**src/rtl/seg_scan_pkg.sv**
```systemverilog
// Shared types, segment constants and the hex-to-7-segment decode for seg_scan_mux.
// Combinational helpers only; no latency, no flow control.
package seg_scan_pkg;

    typedef logic [6:0] seg_t;
    typedef logic [3:0] hex_digit_t;

    localparam seg_t SEG_BLANK = 7'h00;
    localparam seg_t SEG_ZERO  = 7'h3F;

    // Segment order is {g,f,e,d,c,b,a}, active-high.
    function automatic seg_t hex_to_seg(input hex_digit_t d);
        seg_t s;
        case (d)
            4'h0: s = 7'h3F;
            4'h1: s = 7'h06;
            4'h2: s = 7'h5B;
            4'h3: s = 7'h4F;
            4'h4: s = 7'h66;
            4'h5: s = 7'h6D;
            4'h6: s = 7'h7D;
            4'h7: s = 7'h07;
            4'h8: s = 7'h7F;
            4'h9: s = 7'h6F;
            4'hA: s = 7'h77;
            4'hB: s = 7'h7C;
            4'hC: s = 7'h39;
            4'hD: s = 7'h5E;
            4'hE: s = 7'h79;
            default: s = 7'h71;
        endcase
        return s;
    endfunction

endpackage

```
**src/rtl/seg_scan_mux_if.sv**
```systemverilog
// Display bus: load-side data/strobe in, anode/segment pins and frame pulse out.
// Pure wiring; load is a single-cycle write strobe with no backpressure.
interface seg_scan_mux_if #(
    parameter int WIDTH = 4
);
    import seg_scan_pkg::*;

    logic [4*WIDTH-1:0] data_in;
    logic [WIDTH-1:0]   dp_in;
    logic               load;
    logic [WIDTH-1:0]   an;
    seg_t               seg;
    logic               dp;
    logic               frame_done;

    modport master (
        output data_in, dp_in, load,
        input  an, seg, dp, frame_done
    );

    modport slave (
        input  data_in, dp_in, load,
        output an, seg, dp, frame_done
    );

endinterface

```
**src/rtl/seg_scan_mux_prescaler.sv**
```systemverilog
// scan_prescaler: free-running 0..PRESCALE-1 counter, tick on the terminal count.
// tick is combinational from the count register; no backpressure, never stalls.
module scan_prescaler #(
    parameter int PRESCALE = 1000
) (
    input  logic clk,
    input  logic reset_n,
    output logic tick
);

    localparam int CW = (PRESCALE > 1) ? $clog2(PRESCALE) : 1;
    localparam logic [CW-1:0] LAST = CW'(PRESCALE - 1);

    logic [CW-1:0] cnt;

    assign tick = (cnt == LAST);

    always_ff @(posedge clk) begin
        if (!reset_n) begin
            cnt <= '0;
        end else if (tick) begin
            cnt <= '0;
        end else begin
            cnt <= cnt + 1'b1;
        end
    end

endmodule

```
**src/rtl/seg_scan_mux.sv**
```systemverilog
// seg_scan_mux: double-buffered multiplexed 7-segment driver; SEG_SCAN_BLANK_EN adds leading-zero blanking.
// All outputs registered, anode and pattern update on the same edge; load never stalls (last load per frame wins).
module seg_scan_mux
    import seg_scan_pkg::*;
#(
    parameter int WIDTH    = 4,
    parameter int PRESCALE = 1000
) (
    input  logic           clk,
    input  logic           reset_n,
    seg_scan_mux_if.slave  bus
);

`ifdef SEG_SCAN_BLANK_EN
    localparam seg_t SEG_RST = SEG_BLANK;
`else
    localparam seg_t SEG_RST = SEG_ZERO;
`endif
    localparam logic [WIDTH-1:0] AN_RST = {1'b1, {(WIDTH-1){1'b0}}};

    logic                tick;
    logic                wrap;
    logic [WIDTH-1:0]    an_q, an_nxt;
    logic [4*WIDTH-1:0]  pend_dat, act_dat, act_nxt;
    logic [WIDTH-1:0]    pend_dp, act_dp, act_dp_nxt;
    hex_digit_t          lit_dig;
    logic                lit_dp;
    logic                blank_lit;
    seg_t                seg_q, seg_nxt;
    logic                dp_q;
    logic                fd_q;

    scan_prescaler #(.PRESCALE(PRESCALE)) u_prescaler (
        .clk     (clk),
        .reset_n (reset_n),
        .tick    (tick)
    );

    assign wrap = tick & an_q[0];

    // Pattern is decoded from next-state anode/buffer so it lands with the anode.
    always_comb begin
        an_nxt     = tick ? {an_q[0], an_q[WIDTH-1:1]} : an_q;
        act_nxt    = wrap ? pend_dat : act_dat;
        act_dp_nxt = wrap ? pend_dp  : act_dp;
        lit_dig    = '0;
        lit_dp     = 1'b0;
        for (int i = 0; i < WIDTH; i++) begin
            if (an_nxt[i]) begin
                lit_dig = lit_dig | act_nxt[4*i +: 4];
                lit_dp  = lit_dp  | act_dp_nxt[i];
            end
        end
    end

`ifdef SEG_SCAN_BLANK_EN
    logic [WIDTH-1:0] blank_mask;
    logic             lead_zero;

    always_comb begin
        blank_mask = '0;
        lead_zero  = 1'b1;
        for (int i = WIDTH - 1; i > 0; i--) begin
            lead_zero     = lead_zero & (act_nxt[4*i +: 4] == 4'h0);
            blank_mask[i] = lead_zero;
        end
    end

    assign blank_lit = |(blank_mask & an_nxt);
`else
    assign blank_lit = 1'b0;
`endif

    assign seg_nxt = blank_lit ? SEG_BLANK : hex_to_seg(lit_dig);

    always_ff @(posedge clk) begin
        if (!reset_n) begin
            pend_dat <= '0;
            pend_dp  <= '0;
            act_dat  <= '0;
            act_dp   <= '0;
            an_q     <= AN_RST;
            seg_q    <= SEG_RST;
            dp_q     <= 1'b0;
            fd_q     <= 1'b0;
        end else begin
            if (bus.load) begin
                pend_dat <= bus.data_in;
                pend_dp  <= bus.dp_in;
            end
            act_dat  <= act_nxt;
            act_dp   <= act_dp_nxt;
            an_q     <= an_nxt;
            seg_q    <= seg_nxt;
            dp_q     <= lit_dp;
            fd_q     <= wrap;
        end
    end

    assign bus.an         = an_q;
    assign bus.seg        = seg_q;
    assign bus.dp         = dp_q;
    assign bus.frame_done = fd_q;

endmodule

```
**src/flat_wrapper.sv**
```systemverilog
// flat-port wrapper written by rule: the top's interface ports become plain ports
module seg_scan_mux_flat import seg_scan_pkg::*;
#(
    parameter int WIDTH    = 4,
    parameter int PRESCALE = 1000
)
  (clk, reset_n, bus_data_in, bus_dp_in, bus_load, bus_an, bus_seg, bus_dp, bus_frame_done);
  seg_scan_mux_if #(.WIDTH(WIDTH)) bus_i ();
  input  logic clk;
  input  logic reset_n;
  input wire logic [$bits(bus_i.data_in)-1:0] bus_data_in;
  input wire logic [$bits(bus_i.dp_in)-1:0] bus_dp_in;
  input wire logic [$bits(bus_i.load)-1:0] bus_load;
  output wire logic [$bits(bus_i.an)-1:0] bus_an;
  output wire logic [$bits(bus_i.seg)-1:0] bus_seg;
  output wire logic [$bits(bus_i.dp)-1:0] bus_dp;
  output wire logic [$bits(bus_i.frame_done)-1:0] bus_frame_done;
  assign bus_i.data_in = bus_data_in;
  assign bus_i.dp_in = bus_dp_in;
  assign bus_i.load = bus_load;
  assign bus_an = bus_i.an;
  assign bus_seg = bus_i.seg;
  assign bus_dp = bus_i.dp;
  assign bus_frame_done = bus_i.frame_done;
  seg_scan_mux #(.WIDTH(WIDTH), .PRESCALE(PRESCALE)) u_core (.clk(clk), .reset_n(reset_n), .bus(bus_i));
endmodule
```
**config.mk**
```make
export PLATFORM = sky130hd
export DESIGN_NAME = seg_scan_mux_flat
export DESIGN_NICKNAME = d
export VERILOG_FILES = /design/src/rtl/seg_scan_pkg.sv /design/src/rtl/seg_scan_mux_if.sv /design/src/rtl/seg_scan_mux_prescaler.sv /design/src/rtl/seg_scan_mux.sv /design/src/flat_wrapper.sv
export SDC_FILE = /design/constraint.sdc
export NUM_CORES = 1
export LEC_CHECK = 0
export BUFFER_PORTS_ARGS = -buffer_cell sky130_fd_sc_hd__buf_4
export CORE_MARGIN = 2
export CORE_UTILIZATION = 55
export DETAILED_ROUTE_END_ITERATION = 6
export HOLD_SLACK_MARGIN = 0.15
export PLACE_DENSITY = 0.84
export SLEW_MARGIN = 20
export SYNTH_ARGS = -nofsm -noshare
export SYNTH_HDL_FRONTEND = slang
export SYNTH_SLANG_ARGS = --single-unit
```
**constraint.sdc**
```tcl
create_clock -name clk -period 4.5 [get_ports clk]
set_input_delay 0.225 -clock clk [delete_from_list [all_inputs] [get_ports clk]]
set_output_delay 0.225 -clock clk [all_outputs]
set_load 0.1 [all_outputs]
```
==> impl_metrics.csv, run 1 <==
group,metric,value,unit
grt,grt_max_degree,32,
power_and_ir_drop,design_power_total,1.17,mW
floorplan,row_count,25,
min_path,min_path_type,"primary input to flip-flop",
clocking,clk_pin_slew,0.07,ns
clocking,cts_htree_levels,3,
sta,finalSetupViolCount,0,
routing,avgRoutedWirePerCell,13.8,µm
yosys,yosysWarnings,0,
sta,period_needed,3.24,ns
routing,via_per_inst,5.29,
finish,fin_area,3490,µm²
sta,grt_setup_unrepaired,"no",
place,gp_congestion,0.857,
sta,slew_viol_final,0,
finish,drive_above_1_share,0.197,
worst_setup_path,crit_path_start,"u_core.bus.an[0]",
place,pre_cts_ws,1.25,ns
clocking,cts.sinks,63,
sta,worst_slack,1.26,ns
clocking,root_buffer,"clkbuf_8",
grt,antenna_found_initial,0,
yosys,synth.distinct_cells,40,
place,placed_area,3070,µm²
yosys,yosysSeqAreaShare,0.451,
floorplan,ios,36,
sta,finalCritPeriodShare,0.720,
clocking,cts_buffer_depth,2,
clocking,cts_resized,0,
power_and_ir_drop,peakVddDrop,0.314,mV
sta,relSlewSlack,0.416,
worst_setup_path,cp-start-kind,"flip-flop",
place,hpwl,3820,µm
floorplan,core_area,4820,µm²
worst_setup_path,reg2reg_slack,1.26,ns
finish,nets,381,
power_and_ir_drop,p_per_area,336,nW/µm²
yosys,synth-seq-cells,63,
yosys,async_reset_ff_frac,0,
sta,fmax,0.309,GHz
yosys,avgSynthCellArea,9.33,µm²
routing,wl,5820,µm
job,maxCapViolCount,0,
place,place_inst,385,
floorplan,die_w,75.3,µm
grt,grt.overflow.total,0,
routing,drcViolationCount,0,
yosys,synth_cells,300,
worst_setup_path,r2r_cells,8,
outcome,status,"completed",
routing,vias,2233,
worst_setup_path,end_kind,"flip-flop",
finish,mostFrequentLayoutCell,"dfxtp_1",
floorplan,die_h,75.3,µm
grt,grt_pass1_wl,9870,µm
routing,dr.pass1.iters,4,
clocking,clk_latency,0.35,ns
clocking,numCtsBuffers,9,
sta,fin_hold_ws,0.354,ns
sta,setup_tns,0,ns
sta,finClkSkew,0.00847,ns
power_and_ir_drop,power_leakage,1.48,nW
yosys,syn_area,2800,µm²
worst_setup_path,crit_required,4.76,ns
grt,grt_use_total,0.236,
floorplan,initial_utilization,0.581,
finish,final_cells,422,
worst_setup_path,endpoint,"u_core.bus.seg[0]",
routing,drt-initial-drc-count,131,
sta,tightest_slew,0.872,ns
yosys,syn-num-nets,331,
place,io_buffers,35,
yosys,synth_edf_count,0,
finish,diodes,0,
worst_setup_path,rr_startpoint,"u_core.bus.an[0]",
sta,hold_violations,0,
clocking,cts_tree,"built",
grt,grt_pass1_vias,2132,
clocking,hold_buffers,21,
finish,area_growth,24.6,%
clocking,post-cts-setup-buffers,0,
worst_setup_path,crit_arrival,3.50,ns
yosys,synth_top_flop_cell,"dfxtp_1",
routing,detail-route-antenna-nets,0,
worst_setup_path,r2r-end,"u_core.bus.seg[0]",
finish,final_util,0.724,
finish,mostFrequentLayoutCells,"63 x dfxtp_1, 50 x nor2_1, 37 x nand2_1, 37 x buf_4, 28 x mux2i_1",
worst_setup_path,worst-setup-path-type,"flip-flop to flip-flop",
worst_setup_path,cp_max_fo,20,
floorplan,die_area,5680,µm²
[sequential cells by signal (all words and copies together) (netlist names)]
name / count
u_core.act_dat: 16
u_core.pend_dp: 4
u_core.bus.frame_done: 1
u_core.bus.dp: 1
u_core.bus.an: 4
u_core.act_dp: 4
u_core.bus.seg: 7
u_core.u_prescaler.cnt: 10
u_core.pend_dat: 16
[final cells by class]
type / count / area, µm²
repair buffers: 58 / 488
flip-flops and latches: 63 / 1260
fillers: 378 / 1330
clock buffers: 10 / 128
well taps: 67 / 83.8
inverters: 6 / 22.5
multi-input cells: 212 / 1420
clock inverters: 6 / 85.1
[worst min path at each step]
stage / startpoint / end / slack [ns] / cells past startpoint
3_3_place_gp: u_core.u_prescaler.cnt[0] / u_core.u_prescaler.cnt[0] / 0.43 / 1
3_5_place_dp: u_core.act_dat[15] / u_core.act_dat[15] / 0.45 / 2
2_1_floorplan: bus_data_in[11] / u_core.pend_dat[11] / 0.37 / 2
4_1_cts: bus_load / u_core.pend_dat[3] / 0.35 / 3
6_report: bus_load / u_core.pend_dat[12] / 0.35 / 3
5_1_grt: bus_load / u_core.pend_dat[11] / 0.38 / 3
[critical path: stages (launching register included)]
cell     delay, ns
dfxtp_1       0.74
nand4_1       0.55
mux2i_1       0.34
nor2_1        0.07
nor4_2        0.54
inv_1         0.17
ha_1          0.26
and3_4        0.17
o41ai_2       0.31
[cells by family after synthesis]
logic type / after synthesis / share of synthesized area
AOI/OAI and AO/OA: 35 / 0.0939
xor gates and xnor gates: 8 / 0.0250
adders and majority gates: 8 / 0.0358
buffers and inverters: 25 / 0.0420
DFF: 63 / 0.451
muxes: 41 / 0.159
and+or+nand+nor: 120 / 0.194
[layer usage]
layer,part of all wire,vias up,track usage,wire (µm)
li1,-,1131,-,-
met1,0.45,1034,0.309,2650
met2,0.48,57,0.362,2780
met3,0.044,11,0.0608,258
met4,0.023,0,0.119,136
met5,0,-,0,0
[power breakdown]
group	switching (mW)	internal, mW	leakage, nW
Sequential	0.0105	0.571	0.512
Clock	0.218	0.310	0.102
Combinational	0.0263	0.0377	0.865
[synth_stat cells (2+ instances only)]
cell | count | area [µm²]
nand3_1 | 11 | 55.1
a22oi_1 | 8 | 60.1
buf_1 | 3 | 11.3
buf_6 | 2 | 22.5
a221oi_1 | 2 | 17.5
nand2_1 | 37 | 139
o211ai_1 | 2 | 15.0
and3_1 | 6 | 37.5
ha_1 | 8 | 100
buf_2 | 4 | 20.0
nor2_1 | 50 | 188
clkbuf_1 | 9 | 33.8
a21oi_1 | 14 | 70.1
dfxtp_1 | 63 | 1260
inv_1 | 6 | 22.5
xor2_1 | 4 | 35.0
mux2i_1 | 28 | 280
nor3b_1 | 3 | 22.5
o31ai_1 | 3 | 22.5
nor3_1 | 6 | 30.0
xnor2_1 | 4 | 35.0
mux2_1 | 2 | 22.5
mux2_2 | 8 | 90.1
No activity file was read; power rests on OpenSTA's default activity.
==> inputs of run 2 (changes only) <==
- clock period: 4.5 -> 3.28 ns (I/O delays scaled with it)
==> impl_metrics.csv, run 2 (same netlist as run 1, synthesis figures left out) <==
group,metric,value,unit
routing,wl,5960,µm
sta,slew_viol_final,0,
finish,fin_area,3480,µm²
floorplan,ios,36,
worst_setup_path,path_cells,"ha_1 > and3_1 > nand3_2 > mux2i_2 > nor2_1 > nor4_2 > inv_1 > ha_1 > and3_4 > o41ai_2",
clocking,cts_buffer_depth,2,
routing,detail-route-antenna-nets,0,
worst_setup_path,crit_arrival,3.17,ns
place,gp_congestion,0.797,
sta,finalSetupViolCount,0,
routing,drcViolationCount,0,
worst_setup_path,end_kind,"flip-flop",
clocking,numCtsBuffers,9,
sta,setup_tns,0,ns
outcome,status,"completed",
worst_setup_path,cp-start-kind,"flip-flop",
clocking,clk_latency,0.33,ns
place,hpwl,3830,µm
finish,mostFrequentLayoutCells,"62 x dfxtp_1, 50 x nor2_1, 41 x buf_4",
worst_setup_path,cp_slowest_cell,"mux2i_2",
sta,period_needed,2.93,ns
floorplan,die_w,75.3,µm
clocking,cts_resized,0,
worst_setup_path,cp_max_fo,11,
worst_setup_path,worst-setup-path-type,"flip-flop to flip-flop",
clocking,cts_tree,"built",
clocking,root_buffer,"clkbuf_8",
worst_setup_path,path_common_cell,"ha_1",
finish,mostFrequentLayoutCell,"dfxtp_1",
grt,grt_use_total,0.233,
clocking,cts.sinks,63,
worst_setup_path,cp_top_family,"simple AND/OR/NAND/NOR gates",
sta,finalCritPeriodShare,0.894,
finish,drive_above_1_share,0.205,
routing,vias,2265,
worst_setup_path,crit_required,3.52,ns
job,maxCapViolCount,0,
clocking,cts_htree_levels,3,
worst_setup_path,cpPeakStageDelay,0.44,ns
grt,grt_pass1_vias,2112,
floorplan,core_area,4820,µm²
floorplan,row_count,25,
place,io_buffers,35,
clocking,clk_pin_slew,0.06,ns
power_and_ir_drop,p_per_area,424,nW/µm²
place,placed_area,3080,µm²
grt,grt_pass1_wl,9830,µm
sta,fmax,0.341,GHz
routing,dr.pass1.iters,4,
floorplan,die_area,5680,µm²
grt,antenna_found_initial,0,
sta,relSlewSlack,0.435,
floorplan,die_h,75.3,µm
power_and_ir_drop,power_leakage,1.49,nW
routing,avgRoutedWirePerCell,14.1,µm
routing,via_per_inst,5.35,
sta,tightest_slew,0.845,ns
finish,area_growth,24.2,%
floorplan,initial_utilization,0.581,
routing,drt-initial-drc-count,140,
finish,nets,385,
sta,grt_setup_unrepaired,"no",
grt,grt.overflow.total,0,
sta,finClkSkew,0.00448,ns
min_path,min_path_type,"primary input to flip-flop",
finish,diodes,0,
power_and_ir_drop,peakVddDrop,0.270,mV
grt,grt_max_degree,49,
worst_setup_path,cp_num_buf_inv,1,
sta,fin_hold_ws,0.317,ns
finish,top_regs,"u_core.act_dat x16, u_core.pend_dat x16, u_core.u_prescaler.cnt x10",
sta,hold_violations,0,
-- run 2: per-stage QoR --
stage | util | std cells | setup slack [ns] | total power, mW
finish | 0.722 | 423 | 0.349 | 1.47
global placement | 0.640 | 387 | 0.426 | 0.879
floorplan | - | 300 | 0.157 | 0.849
global route | 0.722 | 423 | 0.127 | 1.53
CTS | 0.719 | 421 | 0.211 | 1.49
detailed placement | 0.640 | 387 | 0.298 | 0.881
-- run 2: worst reg2reg max path, cell delays in order (launching register included) --
cell and delay (ns):
dfxtp_1 0.35, ha_1 0.22, and3_1 0.23, nand3_2 0.26
mux2i_2 0.44, nor2_1 0.11, nor4_2 0.32, inv_1 0.14
ha_1 0.26, and3_4 0.18, o41ai_2 0.31
-- run 2: report_power, final --
part	switching, mW	internal, mW	total (mW)	leakage [nW]
Combinational	0.0349	0.0516	0.0866	0.883
Clock	0.267	0.322	0.589	0.0902
Sequential	0.0143	0.783	0.797	0.513
-- run 2: worst paths after layout --
kind                             startpoint                         to  depth (start not counted)  slack (ns)
setup / recovery  u_core.u_prescaler.cnt[0]          u_core.bus.seg[0]                         10        0.35
hold / removal                     bus_load         u_core.pend_dat[5]                          3        0.32
setup reg to reg  u_core.u_prescaler.cnt[0]          u_core.bus.seg[0]                         10        0.35
hold reg to reg   u_core.u_prescaler.cnt[0]  u_core.u_prescaler.cnt[0]                          1        0.45
-- run 2: final cells by class --
| type | instances | area (µm²) |
|---|---|---|
| Fill cell | 367 | 1340 |
| Clock inverter | 1 | 5.00 |
| Multi-Input combinational cell | 212 | 1420 |
| Sequential cell | 63 | 1260 |
| Timing Repair Buffer | 62 | 518 |
| Clock buffer | 12 | 165 |
| Inverter | 6 | 22.5 |
| Tap cell | 67 | 83.8 |
-- run 2: what timing repair did --
action / in CTS / in global routing
endpoints found under the hold margin: 27 / 0
hold buffers: 21 / 0
setup buffers: 0 / 2
endpoints found under the setup margin: 0 / 2
-- run 2: routing by layer --
metal / vias to the layer above / part of all wire / global-route usage
met1: 1053 / 0.47 / 0.311
li1: 1138 / - / -
met4: 0 / 0.012 / 0.131
met2: 66 / 0.47 / 0.357
met5: - / 0 / 0
met3: 8 / 0.044 / 0.0410
